<file path="src/rtl/disp_scan_ctrl.sv">
`default_nettype none
// ============================================================================
// Module   : disp_scan_ctrl
// Brief    : Multi-digit scan controller feeding a single 4-bit, MODE-qualified
//            7-segment decoder. Time-multiplexes a held value one nibble per
//            slot, drives active-low anodes with a blanking gap at the start
//            of every slot, and commits newly loaded values only at the frame
//            boundary so a frame never mixes old and new digits.
//            Optional macro LZ_BLANK_EN enables leading-zero blanking.
// Revision : 1.0 - initial release
// ============================================================================
module disp_scan_ctrl #(
    parameter  int DIGITS       = 4,
    parameter  int PRESCALE     = 50000,
    parameter  int BLANK_CYCLES = 16,
    localparam int IW           = $clog2(DIGITS),
    localparam int CW           = $clog2(PRESCALE)
) (
    input  logic                  clk,
    input  logic                  rst,
    input  logic                  i_load,
    input  logic [4*DIGITS-1:0]   i_value,
    input  logic                  i_mode_in,
    output logic [3:0]            o_data,
    output logic                  o_mode,
    output logic [DIGITS-1:0]     o_an,
    output logic [IW-1:0]         o_dig_idx,
    output logic                  o_pending
);

    // ------------------------------------------------------------------------
    // Constants
    // ------------------------------------------------------------------------
    localparam logic [0:0]    c_st_blank   = 1'b0;
    localparam logic [0:0]    c_st_show    = 1'b1;
    localparam logic [CW-1:0] c_cnt_last   = CW'(PRESCALE - 1);
    localparam logic [CW-1:0] c_blank_last = CW'(BLANK_CYCLES - 1);
    localparam logic [CW-1:0] c_cnt_one    = CW'(1);
    localparam logic [IW-1:0] c_idx_last   = IW'(DIGITS - 1);
    localparam logic [IW-1:0] c_idx_one    = IW'(1);

    // ------------------------------------------------------------------------
    // Scan state
    // ------------------------------------------------------------------------
    logic [0:0]          r_state;
    logic [0:0]          w_state_nxt;
    logic [CW-1:0]       r_cnt;
    logic [CW-1:0]       w_cnt_nxt;
    logic [IW-1:0]       r_idx;
    logic [IW-1:0]       w_idx_nxt;

    // ------------------------------------------------------------------------
    // Value path: staged (written by LOAD) and shadow (what is displayed)
    // ------------------------------------------------------------------------
    logic [4*DIGITS-1:0] r_staged;
    logic                r_staged_mode;
    logic [4*DIGITS-1:0] r_shadow;
    logic                r_shadow_mode;
    logic                r_pending;
    logic [4*DIGITS-1:0] w_shadow_nxt;
    logic                w_shadow_mode_nxt;

    // ------------------------------------------------------------------------
    // Output path
    // ------------------------------------------------------------------------
    logic [DIGITS-1:0]   w_digit_on;
    logic [DIGITS-1:0]   w_an_nxt;
    logic [3:0]          w_data_nxt;
    logic                w_mode_nxt;
    logic [DIGITS-1:0]   r_an;
    logic [3:0]          r_data;
    logic                r_mode;

    logic                w_blank_end;
    logic                w_slot_end;
    logic                w_commit;

    // The frame boundary is the last cycle of the last digit's slot.
    assign w_blank_end = (r_cnt == c_blank_last);
    assign w_slot_end  = (r_cnt == c_cnt_last);
    assign w_commit    = w_slot_end && (r_idx == c_idx_last);

    // State register: FSM state, slot counter and current digit index.
    always_ff @(posedge clk) begin
        if (rst) begin
            r_state <= c_st_blank;
            r_cnt   <= '0;
            r_idx   <= '0;
        end else begin
            r_state <= w_state_nxt;
            r_cnt   <= w_cnt_nxt;
            r_idx   <= w_idx_nxt;
        end
    end

    // Next-state logic: BLANK for the first BLANK_CYCLES of a slot, SHOW for
    // the remainder; the slot counter spans the whole slot.
    always_comb begin
        w_state_nxt = r_state;
        w_cnt_nxt   = r_cnt + c_cnt_one;
        w_idx_nxt   = r_idx;
        case (r_state)
            c_st_blank: begin
                if (w_blank_end) begin
                    w_state_nxt = c_st_show;
                end
            end
            c_st_show: begin
                if (w_slot_end) begin
                    w_state_nxt = c_st_blank;
                    w_cnt_nxt   = '0;
                    if (r_idx == c_idx_last) begin
                        w_idx_nxt = '0;
                    end else begin
                        w_idx_nxt = r_idx + c_idx_one;
                    end
                end
            end
            default: begin
                w_state_nxt = c_st_blank;
                w_cnt_nxt   = '0;
                w_idx_nxt   = '0;
            end
        endcase
    end

    // Shadow update at the commit edge: a LOAD on that very edge bypasses the
    // staged copy, otherwise a pending staged value is taken over.
    always_comb begin
        w_shadow_nxt      = r_shadow;
        w_shadow_mode_nxt = r_shadow_mode;
        if (w_commit) begin
            if (i_load) begin
                w_shadow_nxt      = i_value;
                w_shadow_mode_nxt = i_mode_in;
            end else if (r_pending) begin
                w_shadow_nxt      = r_staged;
                w_shadow_mode_nxt = r_staged_mode;
            end
        end
    end

    // Value registers: LOAD stages (last one wins) except on the commit edge,
    // where the pending flag is always cleared.
    always_ff @(posedge clk) begin
        if (rst) begin
            r_staged      <= '0;
            r_staged_mode <= 1'b0;
            r_shadow      <= '0;
            r_shadow_mode <= 1'b0;
            r_pending     <= 1'b0;
        end else begin
            r_shadow      <= w_shadow_nxt;
            r_shadow_mode <= w_shadow_mode_nxt;
            if (w_commit) begin
                r_pending <= 1'b0;
            end else if (i_load) begin
                r_staged      <= i_value;
                r_staged_mode <= i_mode_in;
                r_pending     <= 1'b1;
            end
        end
    end

`ifdef LZ_BLANK_EN
    // A digit above 0 is suppressed when it and every more significant nibble
    // are zero; digit 0 always lights so a zero value still shows "0".
    assign w_digit_on[0] = 1'b1;
    for (genvar gi = 1; gi < DIGITS; gi++) begin : g_lz
        assign w_digit_on[gi] = |w_shadow_nxt[4*DIGITS-1:4*gi];
    end
`else
    // Every digit is lit during its SHOW phase.
    for (genvar gi = 0; gi < DIGITS; gi++) begin : g_no_lz
        assign w_digit_on[gi] = 1'b1;
    end
`endif

    // Output logic: computed from next state/index/shadow so the registered
    // outputs change on the very edge that enters the new state or slot.
    always_comb begin
        w_an_nxt   = '1;
        w_data_nxt = 4'h0;
        w_mode_nxt = 1'b0;
        for (int i = 0; i < DIGITS; i++) begin
            if (w_idx_nxt == IW'(i)) begin
                w_data_nxt = w_shadow_nxt[4*i +: 4];
                if (w_state_nxt == c_st_show) begin
                    w_an_nxt[i] = ~w_digit_on[i];
                end
            end
        end
        // Sign indication is confined to the most significant digit.
        if (w_idx_nxt == c_idx_last) begin
            w_mode_nxt = w_shadow_mode_nxt;
        end
    end

    // Output registers.
    always_ff @(posedge clk) begin
        if (rst) begin
            r_an   <= '1;
            r_data <= 4'h0;
            r_mode <= 1'b0;
        end else begin
            r_an   <= w_an_nxt;
            r_data <= w_data_nxt;
            r_mode <= w_mode_nxt;
        end
    end

    assign o_an      = r_an;
    assign o_data    = r_data;
    assign o_mode    = r_mode;
    assign o_dig_idx = r_idx;
    assign o_pending = r_pending;

endmodule
`default_nettype wire

</file>
<file path="config.mk">
export PLATFORM = sky130hd
export DESIGN_NAME = disp_scan_ctrl
export DESIGN_NICKNAME = d
export VERILOG_FILES = /design/src/rtl/disp_scan_ctrl.sv
export SDC_FILE = /design/constraint.sdc
export NUM_CORES = 1
export LEC_CHECK = 0
export BUFFER_PORTS_ARGS = -buffer_cell sky130_fd_sc_hd__buf_2
export CORE_MARGIN = 5
export CORE_UTILIZATION = 45
export DETAILED_ROUTE_END_ITERATION = 7
export PLACE_DENSITY = 0.67
export SLEW_MARGIN = 15
export SYNTH_ARGS = -nofsm -noshare
export SYNTH_HDL_FRONTEND = slang
export SYNTH_SLANG_ARGS = --single-unit
</file>
<file path="constraint.sdc">
create_clock -name clk -period 2.2 [get_ports clk]
set_input_delay 0.11 -clock clk [delete_from_list [all_inputs] [get_ports clk]]
set_output_delay 0.11 -clock clk [all_outputs]
set_load 0.02 [all_outputs]
</file>
==> results.cfg, run 1 <==
[floorplan]
start_util_pct = 46.0
core_area_um2 = 5890
row_count = 28
dieHeight_um = 87.6
dieArea_um2 = 7670
num_io_pins = 32
die_w_um = 87.6

[sta]
max_slew.worst_pin.slew_ns = 0.560
worst_slack_ns = -0.0894
timing_hold_violations_final = 0
setup_viol = 4
max_freq_ghz = 0.437
slew_violations = 0
post-route-period-util_pct = 104
rsz0062_at_grt = true
finalCriticalPeriod_ns = 2.29
max_slew_margin_pct = 62.5
whs_ns = 0.0130
skew_ns = 0.0118

[detailed_routing]
dr.pass1.iters = 5
vias = 2609
avgRoutedWirePerCell_um = 15.0
drcViolationCount = 0
totalWireLength_mm = 7.25
ant_nets = 0
dr.first_iter.drc_count = 175
avgViaCountPerCell = 5.41

[clocking]
cts_tree = built
ctsRootBufferMaster = clkbuf_8
cts_buffers = 9
clockBufferDepth = 2
postCtsHoldBufs = 0
clock_latency_ns = 0.34
cts.sinks = 63
cts-htree-levels = 3
clk_pin_slew_ns = 0.07

[synthesis]
synth_cells = 325
synth-seq-area-share_pct = 46.6
synth_nets = 347
yosysUniqueCellTypes = 42
syn_area_per_cell_um2 = 8.33
synth_seq_cells = 63
yosysWarningCount = 0
synthesis.area_um2 = 2710

[finish]
multiInputGateArea_um2 = 1500
design_area_um2 = 3620
antenna_cells = 0
final_nets = 424
final_util_pct = 61.6
area_delta_synth_final_pct = 33.8
ff_latch_area_um2 = 1260
drive_gt1_share_pct = 32.4
fillCellCount = 513

[worst_hold_path]
min_path_cells = 3
worstHoldStart = i_value[1]
hold_end = r_staged[1]
hp-class = in -> reg

[grt]
antenna_found_initial = 0
grt_usage_pct = 20.2
grt_pass1_wl_mm = 12.1
grt_pass1_vias = 2555
grt_start_max_net_pins = 25
gr-total-overflow = 0

[pwr]
p_per_area_nw_per_um2 = 640
ir_worst_vdd_mv = 0.532
cellLeakagePower_uw = 0.00150
total_power_uw = 2320

[critical_path]
critical_path_class = reg -> reg
crit_required_ns = 2.47
regToRegEndpoint = o_data[1]
reg2reg_slack_ns = -0.09
cp_max_fo = 4
reg2regPathDepth = 8
reg2reg_from = r_cnt[12]
endpoint_kind = flop
critPathArrivalTime_ns = 2.56
worstSetupStartpointType = flop

[status]
outcome = complete, but fails checks
violations = negative setup slack

[placed_design]
gp_congestion = 0.872
dp_hpwl_mm = 4.96
dpl_cell_area_um2 = 3230
io_buffers = 31

[job]
drv_cap = 0
metal layers:
| layer | routed length (um) | vias to the layer above | global-route usage [%] |
|---|---|---|---|
| met5 | 0 | - | 0 |
| met4 | 144 | 0 | 9.90 |
| met3 | 470 | 13 | 4.70 |
| met2 | 3450 | 88 | 31.6 |
| met1 | 3190 | 1219 | 26.1 |
| li1 | - | 1289 | - |
synthesized netlist by cell type, drive strengths merged:
| cell type | number | area (um2) |
|---|---|---|
| o22ai | 12 | 75.1 |
| or4 | 1 | 11.3 |
| a32oi | 1 | 8.76 |
| and3 | 3 | 18.8 |
| a22o | 4 | 35.0 |
| ha | 2 | 25.0 |
| nand2b | 2 | 12.5 |
| o22a | 3 | 26.3 |
| and4 | 1 | 8.76 |
| a22oi | 1 | 7.51 |
| clkbuf | 13 | 48.8 |
| nand2 | 44 | 168 |
| xnor2 | 4 | 35.0 |
| nand3 | 14 | 70.1 |
| nand4 | 5 | 31.3 |
| o211a | 2 | 20.0 |
| a32o | 4 | 40.0 |
| or2 | 1 | 6.26 |
| a211oi | 1 | 7.51 |
| dfxtp | 63 | 1260 |
| nor4 | 1 | 21.3 |
| a21oi | 30 | 150 |
| nor2 | 54 | 203 |
| a31oi | 1 | 6.26 |
| a21o | 6 | 45.0 |
| o21a | 3 | 22.5 |
| o2bb2ai | 3 | 26.3 |
| inv | 6 | 22.5 |
| o21ai | 5 | 25.0 |
| or3 | 6 | 37.5 |
| xor2 | 8 | 70.1 |
| and2 | 1 | 6.26 |
| mux2i | 5 | 53.8 |
| buf | 3 | 20.0 |
| mux2 | 2 | 26.3 |
| nor2b | 1 | 6.26 |
| nor3 | 9 | 50.1 |
stage by stage:
step           std cells  setup WS, ns  setup TNS (ns)
6_report             482       -0.0894          -0.282
5_1_grt              482        -0.196           -1.08
4_1_cts              480       -0.0701          -0.163
3_5_place_dp         460        -0.322           -5.52
3_3_place_gp         460        -0.172           -2.77
2_1_floorplan        325       0.00460               0
state kept, by name (all words and copies together), names as in the netlist:
signal / flops
r_cnt: 16
r_shadow: 16
r_staged: 16
o_an: 4
o_data: 4
o_dig_idx: 2
o_mode: 1
o_pending: 1
r_shadow_mode: 1
r_staged_mode: 1
r_state: 1
layout make-up:
class                   count  area share [%]
flip-flops and latches     63            34.8
well taps                  75            2.59
clock buffers              10            3.80
inverters                   6           0.622
repair buffers             82            15.2
multi-input cells         240            41.3
clock inverters             6            1.66
repair_timing:
action / 4_1_cts / 5_1_grt
resized for setup: 24 / 11
pin swaps: 16 / 2
endpoints found under the setup margin: 30 / 14
buffers inserted: 4 / 2
cell families after synthesis:
logic type / after synthesis / share of synthesized area [%]
multiplexers: 7 / 2.96
buffers and inverters: 22 / 3.37
adder cells (fa/ha/maj): 2 / 0.924
AND/OR/NAND/NOR: 143 / 24.0
XOR/XNOR: 12 / 3.88
flip-flops: 63 / 46.6
AO/OA/AOI/OAI: 76 / 18.3
placed cells by master, fill, tap and decap left out, drive strengths merged, types with 6 or more instances in the layout:
master	netlist	final
buf	3	82
xor2	8	8
nor3	9	9
inv	6	6
o22ai	12	12
nand2	44	44
dfxtp	63	63
or3	6	6
a21o	6	6
nand3	14	14
a21oi	30	30
nor2	54	54
clkbuf	13	10
power by group:
part | internal (uW) | switching (uW) | total, uW
Combinational | 57.1 | 83.8 | 141
Sequential | 1160 | 14.9 | 1180
Clock | 547 | 454 | 1000
Total | 1770 | 553 | 2320
worst max path at each step:
stage,to,slack [ns],startpoint
after floorplan,o_data[3],0.005,r_cnt[7]
final,o_data[1],-0.09,r_cnt[12]
after CTS,o_data[1],-0.07,r_cnt[12]
after global placement,o_data[1],-0.17,r_cnt[12]
after global routing,o_data[3],-0.20,r_cnt[12]
after detailed placement,r_staged[5],-0.32,r_cnt[0]
critical path, stage by stage (launching register included):
cell and delay [ns]:
dfxtp_2 0.32, or4_4 0.57, nor4_4 0.22, nand2_2 0.13
buf_6 0.15, mux2i_4 0.18, or3_1 0.39, o21a_1 0.14
o2bb2ai_2 0.12
(Power assumes the default switching activity.)
==> run 2, diff against run 1 <==
- SKIP_CTS_REPAIR_TIMING: unset -> 1
==> run 2 against run 1 <==
Compared with the run above: the run still ends with negative setup slack left; setup slack improved by 0.013 ns; power hardly changed; via count rose by 0.61%; final cell count down 0.21%.
==> results.cfg, run 2 (synthesis gave the netlist of run 1 again) <==
[pwr]
cellLeakagePower_uw = 0.00150
p_int_uw = 1770
ir_worst_vdd_mv = 0.532
p_sw_share_pct = 23.9
power.share.clock_pct = 43.2
p_switching_uw = 556
combPwrFrac_pct = 6.0
seqPwrFrac_pct = 50.7
p_per_area_nw_per_um2 = 643

[detailed_routing]
ant_nets = 0
avgRoutedWirePerCell_um = 15.1
totalWireLength_mm = 7.27
dr.pass1.iters = 4
drcViolationCount = 0
vias = 2625
avgViaCountPerCell = 5.46
dr.first_iter.drc_count = 190

[sta]
worst_slack_ns = -0.0767
whs_ns = 0.00950
skew_ns = 0.0108
timing_hold_violations_final = 0
setup_viol = 4
slew_violations = 0
max_slew_margin_pct = 64.5
max_slew.worst_pin.slew_ns = 0.530
fin_setup_tns_ns = -0.228
max_freq_ghz = 0.439
finalCriticalPeriod_ns = 2.28
rsz0062_at_grt = true
post-route-period-util_pct = 103

[floorplan]
num_io_pins = 32
start_util_pct = 46.0
core_area_um2 = 5890
die_w_um = 87.6
dieHeight_um = 87.6
row_count = 28
dieArea_um2 = 7670

[critical_path]
crit_required_ns = 2.46
critPathArrivalTime_ns = 2.54
crit_slowest_cell = or4_4
worstSetupStartpointType = flop
cp_num_buf_inv = 0
crit_path_max_incr_delay_ns = 0.56
cp_max_fo = 3
crit_chain = or4_4 > nor4_4 > nand2_2 > mux2_4 > or3_1 > o211a_1 > nor3_2
critical_path_class = reg -> reg
cp_top_family = simple AND/OR/NAND/NOR gates
endpoint_kind = flop

[finish]
area_delta_synth_final_pct = 33.3
antenna_cells = 0
final_cell_mix = dfxtp_1, nor2_1, buf_4
reg.largest.list = r_cnt: 16 flops, r_shadow: 16 flops, r_staged: 16 flops
drive_gt1_share_pct = 31.3
design_area_um2 = 3610
final_nets = 423
final_common_cell = dfxtp_1

[clocking]
cts.sinks = 63
clk_pin_slew_ns = 0.07
cts-htree-levels = 3
cts_buffers = 9
clockBufferDepth = 2
cts_tree = built
clock_latency_ns = 0.34
ctsRootBufferMaster = clkbuf_8

[status]
violations = negative setup slack
outcome = complete, but fails checks

[placed_design]
dpl_cell_area_um2 = 3230
gp_congestion = 0.872
io_buffers = 31
dp_hpwl_mm = 4.96

[grt]
grt_start_max_net_pins = 25
grt_pass1_vias = 2469
grt_usage_pct = 19.5
grt_pass1_wl_mm = 11.6
antenna_found_initial = 0
gr-total-overflow = 0

[worst_hold_path]
hp-class = in -> reg

[job]
drv_cap = 0
[run 2: changes by cell type in the layout (fill, tap and decap cells not counted), sizes merged]
cell	delta
buf	-1
[run 2: per-layer routing]
layer	wire length, um	vias to the layer above	part of all wire, %	global-route usage [%]
met5	0	-	0	0
li1	-	1292	-	-
met2	3440	73	47	28.8
met3	460	10	6.3	5.74
met1	3270	1250	45	26.3
met4	95	0	1.3	8.51
[run 2: cell type report]
cell class | count | area, um2
fill | 512 | 2270
multi-input combinational | 240 | 1490
sequential | 63 | 1260
timing repair buffer | 81 | 542
clock buffer | 10 | 138
tap | 75 | 93.8
clock inverter | 6 | 60.1
inverter | 6 | 22.5
[run 2: tightest hold or removal path, cell delays in order]
cell and delay [ns]:
buf_2 0.10, nand2_1 0.05, a21oi_1 0.05
[run 2: power groups by stage]
stage	Sequential [uW]	Clock (uW)	Combinational, uW
CTS	1180	1020	133
finish	1180	1000	140
global route	1180	1090	155
floorplan	1200	0	74.9
global placement	1200	0	130
detailed placement	1200	0	132
[run 2: final timing paths]
kind | from | slack, ns | depth (start not counted) | endpoint
max | r_cnt[12] | -0.08 | 7 | o_data[3]
min reg2reg | r_staged[13] | 0.46 | 2 | r_staged[13]
min | i_value[1] | 0.01 | 3 | r_staged[1]
max reg2reg | r_cnt[12] | -0.08 | 7 | o_data[3]
[run 2: per-stage QoR]
| stage | cells | utilization, % | power (uW) | setup WS [ns] |
|---|---|---|---|---|
| floorplan | 325 | - | 1280 | 0.00460 |
| global placement | 460 | 54.9 | 1330 | -0.172 |
| detailed placement | 460 | 54.9 | 1330 | -0.322 |
| CTS | 476 | 58.3 | 2330 | -0.333 |
| global route | 481 | 61.4 | 2420 | -0.169 |
| finish | 481 | 61.4 | 2320 | -0.0767 |
